--- config.mk ---
export PLATFORM = sky130hd
export DESIGN_NAME = ecdsa_cls_upd_queue
export DESIGN_NICKNAME = d
export VERILOG_FILES = /design/src/rtl/ecdsa_cls_upd_queue_pkg.sv /design/src/rtl/ecdsa_upd_fifo.sv /design/src/rtl/ecdsa_cls_upd_queue.sv
export SDC_FILE = /design/constraint.sdc
export NUM_CORES = 1
export LEC_CHECK = 0
export ABC_AREA = 1
export BUFFER_PORTS_ARGS = -buffer_cell sky130_fd_sc_hd__buf_2
export CAP_MARGIN = 20
export CORE_MARGIN = 4
export CORE_UTILIZATION = 50
export CTS_CLUSTER_SIZE = 25
export DETAILED_ROUTE_END_ITERATION = 10
export MAX_ROUTING_LAYER = met4
export PLACE_DENSITY_LB_ADDON = 0.3
export RECOVER_POWER = 50
export SLEW_MARGIN = 20
export SYNTH_ARGS = -nofsm -noshare
export SYNTH_HDL_FRONTEND = slang
export SYNTH_SLANG_ARGS = --single-unit
--- constraint.sdc ---
create_clock -name clk -period 7.5 [get_ports clk]
set_input_delay 1.5 -clock clk [delete_from_list [all_inputs] [get_ports clk]]
set_output_delay 1.5 -clock clk [all_outputs]
set_load 0.02 [all_outputs]
--- src/rtl/ecdsa_cls_upd_queue_pkg.sv ---
// Shared types and widths for the ecdsa -> classifier update queue.
package ecdsa_cls_upd_queue_pkg;

   localparam int unsigned REAL_TIME_NBITS  = 32;
   localparam int unsigned EXP_TIME_NBITS   = 16;
   localparam int unsigned FID_NBITS        = 12;
   localparam int unsigned TID_NBITS        = 8;
   localparam int unsigned CLS_UPD_ID_NBITS = (FID_NBITS > TID_NBITS) ? FID_NBITS : TID_NBITS;

   typedef enum logic {CLS_UPD_FLOW = 1'b0, CLS_UPD_TOPIC = 1'b1} cls_upd_type_e;

   typedef struct packed {
      cls_upd_type_e               upd_type;
      logic [CLS_UPD_ID_NBITS-1:0] id;
      logic [EXP_TIME_NBITS-1:0]   etime;
   } cls_upd_t;

   typedef enum logic {StIdle, StHold} out_state_e;

   // Wrap-aware: an entry expiring exactly now counts as expired.
   function automatic logic etime_expired(input logic [EXP_TIME_NBITS-1:0] etime,
                                          input logic [EXP_TIME_NBITS-1:0] now);
      logic [EXP_TIME_NBITS-1:0] diff;
      diff = etime - now;
      return ($signed(diff) <= 0);
   endfunction

endpackage

--- src/rtl/ecdsa_upd_fifo.sv ---
// Synchronous FIFO with combinational head and full/empty flags.
module ecdsa_upd_fifo #(
   parameter int unsigned Width = 8,
   parameter int unsigned Depth = 8
) (
   input  logic             clk,
   input  logic             rst_n,
   input  logic             push_i,
   input  logic [Width-1:0] data_i,
   input  logic             pop_i,
   output logic [Width-1:0] head_o,
   output logic             full_o,
   output logic             empty_o
);

   localparam int unsigned AddrW = $clog2(Depth);

   logic [Width-1:0] mem_q [Depth];
   logic [AddrW:0]   wr_ptr_q, wr_ptr_d;
   logic [AddrW:0]   rd_ptr_q, rd_ptr_d;
   logic             push_ok, pop_ok;

   assign full_o  = (wr_ptr_q[AddrW] != rd_ptr_q[AddrW]) &&
                    (wr_ptr_q[AddrW-1:0] == rd_ptr_q[AddrW-1:0]);
   assign empty_o = (wr_ptr_q == rd_ptr_q);
   assign head_o  = mem_q[rd_ptr_q[AddrW-1:0]];

   // Full is judged on the registered pointers, so a same-cycle pop does not admit a push.
   assign push_ok = push_i && !full_o;
   assign pop_ok  = pop_i && !empty_o;

   always_comb begin
      wr_ptr_d = wr_ptr_q;
      rd_ptr_d = rd_ptr_q;
      if (push_ok) wr_ptr_d = wr_ptr_q + 1'b1;
      if (pop_ok)  rd_ptr_d = rd_ptr_q + 1'b1;
   end

   always_ff @(posedge clk or negedge rst_n) begin
      if (!rst_n) begin
         wr_ptr_q <= '0;
         rd_ptr_q <= '0;
      end else begin
         wr_ptr_q <= wr_ptr_d;
         rd_ptr_q <= rd_ptr_d;
      end
   end

   always_ff @(posedge clk) begin
      if (push_ok) mem_q[wr_ptr_q[AddrW-1:0]] <= data_i;
   end

endmodule

--- src/rtl/ecdsa_cls_upd_queue.sv ---
// Queues flow/topic expiry updates from ecdsa and feeds them round-robin to the
// classifier write port, dropping already-expired entries.
module ecdsa_cls_upd_queue
   import ecdsa_cls_upd_queue_pkg::*;
#(
   parameter int unsigned FLOW_Q_DEPTH  = 8,
   parameter int unsigned TOPIC_Q_DEPTH = 8,
   parameter int unsigned CNT_NBITS     = 16
) (
   input  logic                        clk,
   input  logic                        rst_n,
   input  logic [REAL_TIME_NBITS-1:0]  current_time_i,
   input  logic                        ecdsa_classifier_flow_valid_i,
   input  logic [FID_NBITS-1:0]        ecdsa_classifier_fid_i,
   input  logic [EXP_TIME_NBITS-1:0]   ecdsa_classifier_flow_etime_i,
   input  logic                        ecdsa_classifier_topic_valid_i,
   input  logic [TID_NBITS-1:0]        ecdsa_classifier_tid_i,
   input  logic [EXP_TIME_NBITS-1:0]   ecdsa_classifier_topic_etime_i,
   output logic                        cls_upd_valid_o,
   output logic                        cls_upd_type_o,
   output logic [CLS_UPD_ID_NBITS-1:0] cls_upd_id_o,
   output logic [EXP_TIME_NBITS-1:0]   cls_upd_etime_o,
   input  logic                        cls_upd_ready_i,
   output logic [CNT_NBITS-1:0]        upd_ovf_cnt_o,
   output logic [CNT_NBITS-1:0]        upd_exp_cnt_o,
   output logic                        upd_ovf_sticky_o
);

   localparam int unsigned UpdW = $bits(cls_upd_t);

   cls_upd_t   flow_entry, topic_entry, flow_head, topic_head, sel_head;
   logic       flow_full, flow_empty, topic_full, topic_empty;
   logic       flow_pop, topic_pop, sel_topic, exp_hit;
   out_state_e state_q, state_d;
   cls_upd_t   out_q, out_d;
   logic       rr_q, rr_d;
   logic [CNT_NBITS-1:0] ovf_cnt_q, ovf_cnt_d, exp_cnt_q, exp_cnt_d;
   logic                 sticky_q, sticky_d;
   logic [1:0]           ovf_inc;
   logic [CNT_NBITS:0]   ovf_sum, exp_sum;
   logic [EXP_TIME_NBITS-1:0] now;
   logic                      unused_time_hi;

   assign now            = current_time_i[EXP_TIME_NBITS-1:0];
   assign unused_time_hi = ^current_time_i[REAL_TIME_NBITS-1:EXP_TIME_NBITS];

   always_comb begin
      flow_entry          = '0;
      flow_entry.upd_type = CLS_UPD_FLOW;
      flow_entry.id       = CLS_UPD_ID_NBITS'(ecdsa_classifier_fid_i);
      flow_entry.etime    = ecdsa_classifier_flow_etime_i;
      topic_entry          = '0;
      topic_entry.upd_type = CLS_UPD_TOPIC;
      topic_entry.id       = CLS_UPD_ID_NBITS'(ecdsa_classifier_tid_i);
      topic_entry.etime    = ecdsa_classifier_topic_etime_i;
   end

   ecdsa_upd_fifo #(
      .Width (UpdW),
      .Depth (FLOW_Q_DEPTH)
   ) u_flow_fifo (
      .clk     (clk),
      .rst_n   (rst_n),
      .push_i  (ecdsa_classifier_flow_valid_i),
      .data_i  (flow_entry),
      .pop_i   (flow_pop),
      .head_o  (flow_head),
      .full_o  (flow_full),
      .empty_o (flow_empty)
   );

   ecdsa_upd_fifo #(
      .Width (UpdW),
      .Depth (TOPIC_Q_DEPTH)
   ) u_topic_fifo (
      .clk     (clk),
      .rst_n   (rst_n),
      .push_i  (ecdsa_classifier_topic_valid_i),
      .data_i  (topic_entry),
      .pop_i   (topic_pop),
      .head_o  (topic_head),
      .full_o  (topic_full),
      .empty_o (topic_empty)
   );

   // rr_q: 0 favours flow, 1 favours topic.
   always_comb begin
      state_d   = state_q;
      out_d     = out_q;
      rr_d      = rr_q;
      flow_pop  = 1'b0;
      topic_pop = 1'b0;
      exp_hit   = 1'b0;
      sel_topic = 1'b0;
      sel_head  = flow_head;
      if (state_q == StIdle || cls_upd_ready_i) begin
         state_d = StIdle;
         if (!flow_empty || !topic_empty) begin
            sel_topic = flow_empty ? 1'b1 : (topic_empty ? 1'b0 : rr_q);
            sel_head  = sel_topic ? topic_head : flow_head;
            flow_pop  = !sel_topic;
            topic_pop = sel_topic;
            if (sel_topic == rr_q) rr_d = ~rr_q;
            if (etime_expired(sel_head.etime, now)) begin
               exp_hit = 1'b1;
            end else begin
               out_d   = sel_head;
               state_d = StHold;
            end
         end
      end
   end

   always_comb begin
      ovf_inc   = {1'b0, ecdsa_classifier_flow_valid_i & flow_full} +
                  {1'b0, ecdsa_classifier_topic_valid_i & topic_full};
      ovf_sum   = {1'b0, ovf_cnt_q} + {{(CNT_NBITS-1){1'b0}}, ovf_inc};
      exp_sum   = {1'b0, exp_cnt_q} + {{CNT_NBITS{1'b0}}, exp_hit};
      ovf_cnt_d = ovf_sum[CNT_NBITS] ? '1 : ovf_sum[CNT_NBITS-1:0];
      exp_cnt_d = exp_sum[CNT_NBITS] ? '1 : exp_sum[CNT_NBITS-1:0];
      sticky_d  = sticky_q | (ovf_inc != 2'd0);
   end

   always_ff @(posedge clk or negedge rst_n) begin
      if (!rst_n) begin
         state_q   <= StIdle;
         out_q     <= '0;
         rr_q      <= 1'b0;
         ovf_cnt_q <= '0;
         exp_cnt_q <= '0;
         sticky_q  <= 1'b0;
      end else begin
         state_q   <= state_d;
         out_q     <= out_d;
         rr_q      <= rr_d;
         ovf_cnt_q <= ovf_cnt_d;
         exp_cnt_q <= exp_cnt_d;
         sticky_q  <= sticky_d;
      end
   end

   assign cls_upd_valid_o  = (state_q == StHold);
   assign cls_upd_type_o   = out_q.upd_type;
   assign cls_upd_id_o     = out_q.id;
   assign cls_upd_etime_o  = out_q.etime;
   assign upd_ovf_cnt_o    = ovf_cnt_q;
   assign upd_exp_cnt_o    = exp_cnt_q;
   assign upd_ovf_sticky_o = sticky_q;

endmodule

Word level (Yosys, flattened, before mapping)
Memory sizes are Yosys's and may differ from the RTL's.
Cells that the tools add are included.
{"block": "totals", "ff_bits": 80, "ram_bits": 416, "inputBits": 89, "output_inout_bits": 63, "word_cells": 70, "memories": 2}
{"block": "op_classes", "n_addsub": 8, "n_lt_le_gt_ge": 1, "eq_ne": 7, "n_mux": 18, "n_bitwise": 6, "n_reduce_logical": 16}
{"memory": "u_flow_fifo.mem_q", "depth": 8, "word_bits": 28, "read_ports": 1, "rd_ports_with_merged_regs": 0, "write_ports": 1, "line": "ecdsa_upd_fifo.sv:18", "source": "logic [Width-1:0] mem_q [Depth];"}
{"memory": "u_topic_fifo.mem_q", "depth": 8, "word_bits": 24, "read_ports": 1, "rd_ports_with_merged_regs": 0, "write_ports": 1, "line": "ecdsa_upd_fifo.sv:18"}
{"cell": "2-to-1 mux 16 bit", "count": 2}
{"cell": "2-to-1 mux 29 bit", "count": 1}
{"cell": "adder 16 x 1 -> 17 bit", "count": 1}
{"cell": "adder 16 x 2 -> 17 bit", "count": 1}
{"cell": "adder 4 x 1 -> 4 bit (second input constant)", "count": 4}
{"cell": "<= comparator 16 x 1 -> 1 bit (second input constant)", "count": 1}
{"cell": "subtractor 16 bit", "count": 1}
{"cell": "2-to-1 mux 1 bit", "count": 15}
{"cell": "equality test 4 bit", "count": 2}
{"cell": "equality test 3 bit", "count": 2}
{"cell": "logical AND 1 bit", "count": 6}
{"cell": "AND reduction 3 bit", "count": 2}
{"cell": "logical NOT 1 bit", "count": 5}
{"cell": "NOT 1 bit", "count": 3}
{"cell": "adder 1 x 1 -> 2 bit", "count": 1}
{"cell": "bitwise AND 1 bit", "count": 2}
{"cell": "logical OR 1 bit", "count": 2}
{"cell": "inequality test 1 bit", "count": 2}
{"cell": "nonzero test 2 bit", "count": 1}
{"cell": "equality test 1 bit", "count": 1}
{"cell": "bitwise OR 1 bit", "count": 1}

Depth between registers and ports, before layout
Gate-level depths: netlist of run 1.
{"block": "logic_depth", "word_depth": 11, "depth_mapped": 41, "depth_no_buf": 38}

Hierarchy
A second synthesis of run 1 with hierarchy kept.
{"block": "unflattened", "hier_cells": 2147, "hier_area_um2": 23440.0}
{"module": "ecdsa_upd_fifo", "n_inst": 2, "cells_per_inst": 743, "area_each_um2": 9511.6, "seq_area_each_um2": 7166.9}
{"module": "ecdsa_cls_upd_queue", "n_inst": 1, "cells_per_inst": 661, "area_each_um2": 4416.7, "seq_area_each_um2": 1601.5}

Worst setup path after synthesis of run 1
Ideal clock, no wire load.
{"block": "synth_timing", "path_kind": "input port to flip-flop", "startpoint": "in current_time_i[0]", "endpoint": "reg exp_cnt_q[12] (netlist: upd_exp_cnt_o[12])", "setup_time_ns": 0.133, "t_arrival_ns": 4.594, "t_required_ns": 7.367, "setup_slack_ns": 2.773, "path_stages": 25, "n_path_buf": 1, "cell_sequence": "ha_1 > inv_1 > fa_1 > inv_1 > nand2_1 > a21oi_1 > nand2_1 > nor2_1 > nand2_1 > nor2_1 > nand2_1 > nor2_1 > nand4_1 > buf_2 > a21boi_1 > ha_1 > nand2_1 > nor2_1 > inv_1 > nor2_1 > nand2_1 > nor4_2 > nand3_1 > nor3_1 > mux2i_1"}
{"block": "synth_via", "elab_chain_len": 7}
{"element": "from (decl)", "line": "ecdsa_cls_upd_queue.sv:12", "source": "input logic [REAL_TIME_NBITS-1:0] current_time_i,"}
{"element": "subtractor 16 bit", "line": "ecdsa_cls_upd_queue_pkg.sv:24", "source": "diff = etime - now;"}
{"element": "<= comparator 16 x 1 -> 1 bit", "line": "ecdsa_cls_upd_queue_pkg.sv:25", "source": "return ($signed(diff) <= 0);"}
{"element": "2-to-1 mux 1 bit", "line": "ecdsa_cls_upd_queue.sv:104", "source": "if (etime_expired(sel_head.etime, now)) begin"}
{"element": "2-to-1 mux 1 bit", "line": "ecdsa_cls_upd_queue.sv:98", "source": "if (!flow_empty || !topic_empty) begin"}
{"element": "2-to-1 mux 1 bit", "line": "ecdsa_cls_upd_queue.sv:96", "source": "if (state_q == StIdle || cls_upd_ready_i) begin"}
{"element": "adder 16 x 1 -> 17 bit", "line": "ecdsa_cls_upd_queue.sv:118", "source": "exp_sum = {1'b0, exp_cnt_q} + {{CNT_NBITS{1'b0}}, exp_hit};"}
{"element": "2-to-1 mux 16 bit", "line": "ecdsa_cls_upd_queue.sv:120", "source": "exp_cnt_d = exp_sum[CNT_NBITS] ? '1 : exp_sum[CNT_NBITS-1:0];"}
{"element": "net exp_cnt_d[12]", "line": "ecdsa_cls_upd_queue.sv:37", "source": "logic [CNT_NBITS-1:0] ovf_cnt_q, ovf_cnt_d, exp_cnt_q, exp_cnt_d;"}
{"element": "to (signal assigned)", "line": "ecdsa_cls_upd_queue.sv:137", "source": "exp_cnt_q <= exp_cnt_d;"}
{"element": "to (decl)", "line": "ecdsa_cls_upd_queue.sv:37"}
The timed path passes the listed nets, and every way through them passes these cells.
A chain may end at the register's enable or synchronous reset.

Worst setup path after layout of run 1
{"block": "layout_timing", "startpoint": "reg u_topic_fifo.rd_ptr_q[0]", "endpoint": "reg exp_cnt_q[12] (netlist: upd_exp_cnt_o[12])"}
{"block": "layout_via", "elab_chain_len": 11, "elab_cells_between_ends": 14, "classes_between": "2 x add/sub; 1 x order compare; 1 x eq/ne; 7 x mux; 2 x reduce/logical; 1 x memory"}
{"element": "from (decl)", "line": "ecdsa_upd_fifo.sv:20", "source": "logic [AddrW:0] rd_ptr_q, rd_ptr_d;"}
{"element": "from (signal assigned)", "line": "ecdsa_upd_fifo.sv:45", "source": "rd_ptr_q <= rd_ptr_d;"}
{"element": "equality test 4 bit", "line": "ecdsa_upd_fifo.sv:25", "source": "assign empty_o = (wr_ptr_q == rd_ptr_q);"}
{"element": "2-to-1 mux 1 bit (2 in a row)", "line": "ecdsa_cls_upd_queue.sv:99", "source": "sel_topic = flow_empty ? 1'b1 : (topic_empty ? 1'b0 : rr_q);"}
{"element": "2-to-1 mux 29 bit", "line": "ecdsa_cls_upd_queue.sv:100", "source": "sel_head = sel_topic ? topic_head : flow_head;"}
{"element": "subtractor 16 bit", "line": "ecdsa_cls_upd_queue_pkg.sv:24"}
{"element": "<= comparator 16 x 1 -> 1 bit", "line": "ecdsa_cls_upd_queue_pkg.sv:25"}
{"element": "2-to-1 mux 1 bit", "line": "ecdsa_cls_upd_queue.sv:104"}
{"element": "2-to-1 mux 1 bit (*)", "line": "ecdsa_cls_upd_queue.sv:98"}
{"element": "2-to-1 mux 1 bit (*)", "line": "ecdsa_cls_upd_queue.sv:96"}
{"element": "adder 16 x 1 -> 17 bit (*)", "line": "ecdsa_cls_upd_queue.sv:118"}
{"element": "2-to-1 mux 16 bit (*)", "line": "ecdsa_cls_upd_queue.sv:120"}
{"element": "net exp_cnt_d[12]", "line": "ecdsa_cls_upd_queue.sv:37"}
Mark *: on every way through the listed nets, which the timed path passes. The rest lies on a longest branch.

==> flow_metrics.tcl, run 1 <==
set metrics [dict create \
    crit_top_cell "nand2_1" \
    wl_per_cell_um 19.58 \
    worst_pin_slew_ns 4.065 \
    synth_nets 2030 \
    vias 14660 \
    ioPinCount 152 \
    fin_crit_ns 6.273 \
    synth_area_um2 21410 \
    cts.sinks 496 \
    status "finished, violations left" \
    peakVddDrop_uv 297.7 \
    critPathRequiredTime_ns 7.95 \
    setup-tns-final_ns 0 \
    busiest_layer "met2" \
    slowest_stage "buf_4" \
    violations "max-capacitance violations, max-slew violations" \
    synth_ff_type "edfxtp_1" \
    portBuffers 135 \
    post-synth-top-count-cell "nand2_1" \
    synth-edff-count 416 \
    finalSetupViolCount 0 \
    grt_overflow 0 \
    cts_tree "yes" \
    hpwlAfterDp_um 31310 \
    netlist.top_cell.by_area "edfxtp_1" \
    syn_avg_cell_area_um2 11.18 \
    drt_wl_total_um 51290 \
    fin_crit_sh_pct 83.64 \
    critical_path_peak_fanout 91 \
    final-hold-violation-count 0 \
    grt_pass1_vias 14220 \
    power_density_nw_per_um2 466.6 \
    drv_slew 71 \
    synth_cell_types 50 \
    cp.arrival_ns 6.73 \
    crit_path_start_kind "register" \
    drt-initial-drc-count 1377 \
    antenna_found_initial 4 \
    max_freq_ghz 0.1594 \
    dieHeight_um 214.9 \
    drive_above_1_share_pct 10.59 \
    drv_cap 1 \
    hp-class "register to register" \
    nets 2152 \
    holdWs_ns 0.4660 \
    coreArea_um2 42130 \
    cts_hold_buffers 0 \
    grt_use_met1_pct 29.98 \
    synth_top_area_share_pct 58.35 \
    vias_per_cell 5.595 \
    skew_ns 0.02092 \
    cts_buffers 50 \
    detail-route-antenna-nets 0 \
    end_kind "register" \
    ys_top_cells_by_area "edfxtp_1 (58%), dfrtp_1 (9.4%), nand2_1 (8.3%), a21oi_1 (3.2%), nor2_1 (2.8%)" \
    crit_buf_inv 5 \
    leakagePower_nw 9.555 \
    synth_common_cells "nand2_1 (475), edfxtp_1 (416), nor2_1 (161), a21oi_1 (138), inv_1 (121)" \
    post_cts_buffers 0 \
    postLayoutCellArea_um2 24150 \
    drc 0 \
    grt_start_max_net_pins 92 \
    clockBufferDepth 3 \
    path_clk_slew_ns 0.06 \
    clock_latency_ns 0.59 \
    synthesis.instances 1914 \
    die_w_um 214.9 \
    gr-usage-met3_pct 3.715 \
    gp_congestion 0.8941 \
    first_pass_iters 6 \
    syn2layout_area_growth_pct 12.81 \
    slew_headroom_pct -171.0 \
    fp-row-count 75 \
    cts.repair.resized 0 \
    rsz0062_at_grt "no" \
    root_buffer "clkbuf_16" \
    die_area_um2 46190 \
    ys_warn_count 0 \
    yosysSeqAreaShare_pct 67.70 \
    htree_levels 2 \
    grt_pass1_wl_um 79220 \
    ys_ff_latch 496 \
    track_usage_pct 22.48 \
    ys_async_sr_fraction_pct 16.13 \
    initial_core_util_pct 50.81 \
    path_class "register to register" \
    cp_top_family "simple AND/OR/NAND/NOR gates" \
    place_area_um2 22580 \
    grtUsageMet2_pct 35.75 \
    cp_slowest_stage_delay_ns 0.78 \
]
==> power by group <==
part	internal (mW)	switching [mW]	total, mW
clock network	1.47	1.01	2.48
registers	3.55	0.324	3.87
logic	1.52	3.39	4.91
total	6.54	4.73	11.3
==> flip-flops by register name (all words and copies together) (netlist names) <==
signal / count
u_flow_fifo.mem_q: 224
u_topic_fifo.mem_q: 192
cls_upd_etime_o: 16
upd_exp_cnt_o: 16
upd_ovf_cnt_o: 16
cls_upd_id_o: 12
u_flow_fifo.rd_ptr_q: 4
u_flow_fifo.wr_ptr_q: 4
u_topic_fifo.rd_ptr_q: 4
u_topic_fifo.wr_ptr_q: 4
cls_upd_type_o: 1
cls_upd_valid_o: 1
rr_q: 1
upd_ovf_sticky_o: 1
==> cells in the final DEF, fill, tap and decap left out, types with 37 or more instances in the layout <==
cell type / netlist / final
o21ai_0: 93 / 93
dfrtp_1: 80 / 78
clkbuf_1: 39 / 82
nor2_1: 161 / 150
nand4_1: 37 / 37
inv_1: 121 / 122
a21oi_1: 138 / 138
nand2_1: 475 / 475
nand3_1: 83 / 83
edfxtp_1: 416 / 416
clkbuf_16: 0 / 51
buf_2: 40 / 69
==> routing by layer <==
layer,wire (µm),vias up
met2,24330,493
met1,22030,7110
met3,3531,94
met4,1402,0
met5,0,-
li1,-,6962
==> through the flow <==
step           std cells  setup WS (ns)  util (%)  power (mW)
2_1_floorplan       1914          2.773         -       7.422
3_3_place_gp        2522          1.501     53.56       8.693
3_5_place_dp        2523          1.369     53.60       8.827
4_1_cts             2616          1.334     57.54       11.33
5_1_grt             2620         0.5302     57.32       12.06
6_report            2620          1.227     57.32       11.27
==> worst min-delay path: stages (launching register included) <==
cell and delay, ns:
dfrtp_1 0.34, nand2_1 0.05, nand2_1 0.04
==> final timing paths <==
check | start | end | slack, ns | cells after the start
worst max-delay path | u_topic_fifo.rd_ptr_q[0] | upd_exp_cnt_o[12] | 1.23 | 29
worst max register to register | u_topic_fifo.rd_ptr_q[0] | upd_exp_cnt_o[12] | 1.23 | 29
min in group asynchronous | rst_n | upd_ovf_cnt_o[13] | 0.89 | 1
max in group asynchronous | rst_n | u_flow_fifo.rd_ptr_q[0] | 1.80 | 2
worst min-delay path | cls_upd_id_o[0] | cls_upd_id_o[0] | 0.47 | 2
worst min register to register | cls_upd_id_o[0] | cls_upd_id_o[0] | 0.47 | 2
==> logic make-up (layout without fill, tap and decap cells) <==
group           count (synthesis)  count (layout)  synth area share [%]
simple gates                  785             785                 15.17
flops                         496             496                 67.70
compound gates                351             351                 9.860
buf+inv                       230             393                 4.582
fa+ha+maj                      27              27                 1.648
xor+xnor                       23              23                0.9410
mux                             2               2               0.09352
other cells                     0               4                     0
==> layout make-up <==
cell class	count	area, µm²
Fill cell	3435	17980
Antenna cell	4	10.01
Clock buffer	74	1443
Inverter	130	488.0
Multi-Input combinational cell	1188	5961
Sequential cell	496	14500
Tap cell	539	674.4
Clock inverter	19	216.5
Timing Repair Buffer	170	859.6
Note: power is estimated with default switching activity, not from simulation.
==> run 2, diff against run 1 <==
Clock period 7.5 ns to 6.3 ns, I/O delays scaled along.
==> run 2 against run 1 <==
Net effect: the flow still finishes with violations (max-capacitance violations, max-slew violations); critical path type unchanged; routed wire length rose by 0.17%; sequential cell count did not move; fmax rose by 10%; worst hold slack got worse by 0.015 ns; critical path depth rose by 2; sequential share of layout area fell by 0.053 points; global-route usage rose by 0.17 points.
==> flow_metrics.tcl, run 2 (same netlist as run 1, synthesis figures left out) <==
set metrics [dict create \
    end_kind "register" \
    rsz0062_at_grt "no" \
    place_area_um2 22660 \
    syn2layout_area_growth_pct 12.91 \
    cts.sinks 496 \
    clock_latency_ns 0.60 \
    htree_levels 2 \
    grt_overflow 0 \
    antenna_found_initial 5 \
    nets 2161 \
    coreArea_um2 42130 \
    slew_headroom_pct -72.00 \
    grt_pass1_vias 14360 \
    hold_path.startpoint "upd_ovf_sticky_o" \
    vias 14680 \
    slowest_stage "buf_4" \
    cts_tree "yes" \
    gp_congestion 0.9085 \
    crit_path_start_kind "register" \
    hpwlAfterDp_um 31560 \
    grtUsageMet2_pct 36.56 \
    portBuffers 135 \
    detail-route-antenna-nets 0 \
    violations "max-capacitance violations, max-slew violations" \
    grt_start_max_net_pins 70 \
    holdWs_ns 0.4512 \
    r2r-start "u_topic_fifo.rd_ptr_q[0]" \
    crit_top_cell "nand2_1" \
    cts_buffers 50 \
    finalSetupViolCount 0 \
    clockBufferDepth 3 \
    fp-row-count 75 \
    path_clk_slew_ns 0.06 \
    initial_core_util_pct 50.81 \
    layout_common_cells "nand2_1 (475), edfxtp_1 (416), nor2_1 (147)" \
    cp.arrival_ns 6.17 \
    drv_slew 142 \
    setup-tns-final_ns 0 \
    critical_path_peak_fanout 43 \
    drc 0 \
    first_pass_iters 5 \
    die_w_um 214.9 \
    max_freq_ghz 0.1759 \
    die_area_um2 46190 \
    fin_crit_sh_pct 90.24 \
    fin_crit_ns 5.685 \
    power_density_nw_per_um2 553.7 \
    grt_use_met1_pct 29.55 \
    drt-initial-drc-count 1415 \
    vias_per_cell 5.585 \
    final-hold-violation-count 0 \
    largest_reg_flops 224 \
    leakagePower_nw 9.583 \
    dieHeight_um 214.9 \
    grt_pass1_wl_um 80040 \
    skew_ns 0.03322 \
    wl_per_cell_um 19.54 \
    peakVddDrop_uv 348.2 \
    status "finished, violations left" \
    layout_commonest_cell "nand2_1" \
    hp-class "register to register" \
    drv_cap 4 \
    drt_wl_total_um 51380 \
    critPathRequiredTime_ns 6.78 \
    cp_slowest_stage_delay_ns 0.46 \
    busiest_layer "met2" \
    startpoint "u_topic_fifo.rd_ptr_q[0]" \
    drive_above_1_share_pct 11.75 \
    track_usage_pct 22.65 \
    ioPinCount 152 \
    worst_pin_slew_ns 2.580 \
    gr-usage-met3_pct 4.689 \
    cts_hold_buffers 0 \
    postLayoutCellArea_um2 24170 \
    root_buffer "clkbuf_16" \
    path_class "register to register" \
]
[run 2: power breakdown]
part | switching, mW | internal [mW] | total (mW)
combinational | 4.21 | 1.85 | 6.07
sequential | 0.234 | 4.23 | 4.47
clock | 1.22 | 1.63 | 2.85
[run 2: path summary, 6_finish.rpt]
path | endpoint | slack (ns) | cells past startpoint
max | upd_exp_cnt_o[15] | 0.61 | 31
min | upd_ovf_sticky_o | 0.45 | 2
max reg2reg | upd_exp_cnt_o[15] | 0.61 | 31
min reg2reg | upd_ovf_sticky_o | 0.45 | 2
max in group asynchronous | u_flow_fifo.rd_ptr_q[0] | 1.78 | 2
min in group asynchronous | upd_ovf_cnt_o[13] | 1.47 | 1
[run 2: critical path, delay by kind of cell (launching register included)]
kind	cells	cell delay [ns]
compound gates	5	1.06
buf+inv	5	1.06
flops	1	0.38
simple gates	19	2.36
fa+ha+maj	2	0.63
[run 2: timing repair]
item	in CTS	in global routing
resized for setup	0	1
setup endpoints to repair	0	4
setup buffers	0	0
[run 2: routing by layer]
layer / part of all wire, % / wire length (µm) / vias up
li1: - / - / 6977
met1: 42 / 21360 / 7119
met2: 49 / 25010 / 505
met3: 7.6 / 3916 / 82
met4: 2.1 / 1095 / 0
met5: 0 / 0 / -
[run 2: per-stage QoR]
| stage | instances | worst slack [ns] | utilization, % | power (mW) |
|---|---|---|---|---|
| 2_1_floorplan | 1914 | 1.587 | - | 8.836 |
| 3_3_place_gp | 2532 | 0.7026 | 53.77 | 10.38 |
| 3_5_place_dp | 2532 | 0.5722 | 53.77 | 10.55 |
| 4_1_cts | 2624 | 0.5272 | 57.54 | 13.43 |
| 5_1_grt | 2629 | 0.007855 | 57.37 | 14.34 |
| 6_report | 2629 | 0.6146 | 57.37 | 13.38 |
[run 2: cell type report]
type,instances,area (µm²)
Clock inverter,29,249.0
Inverter,130,488.0
Multi-Input combinational cell,1188,5968
Antenna cell,5,12.51
Timing Repair Buffer,179,940.9
Clock buffer,63,1340
Fill cell,3459,17960
Tap cell,539,674.4
Sequential cell,496,14500
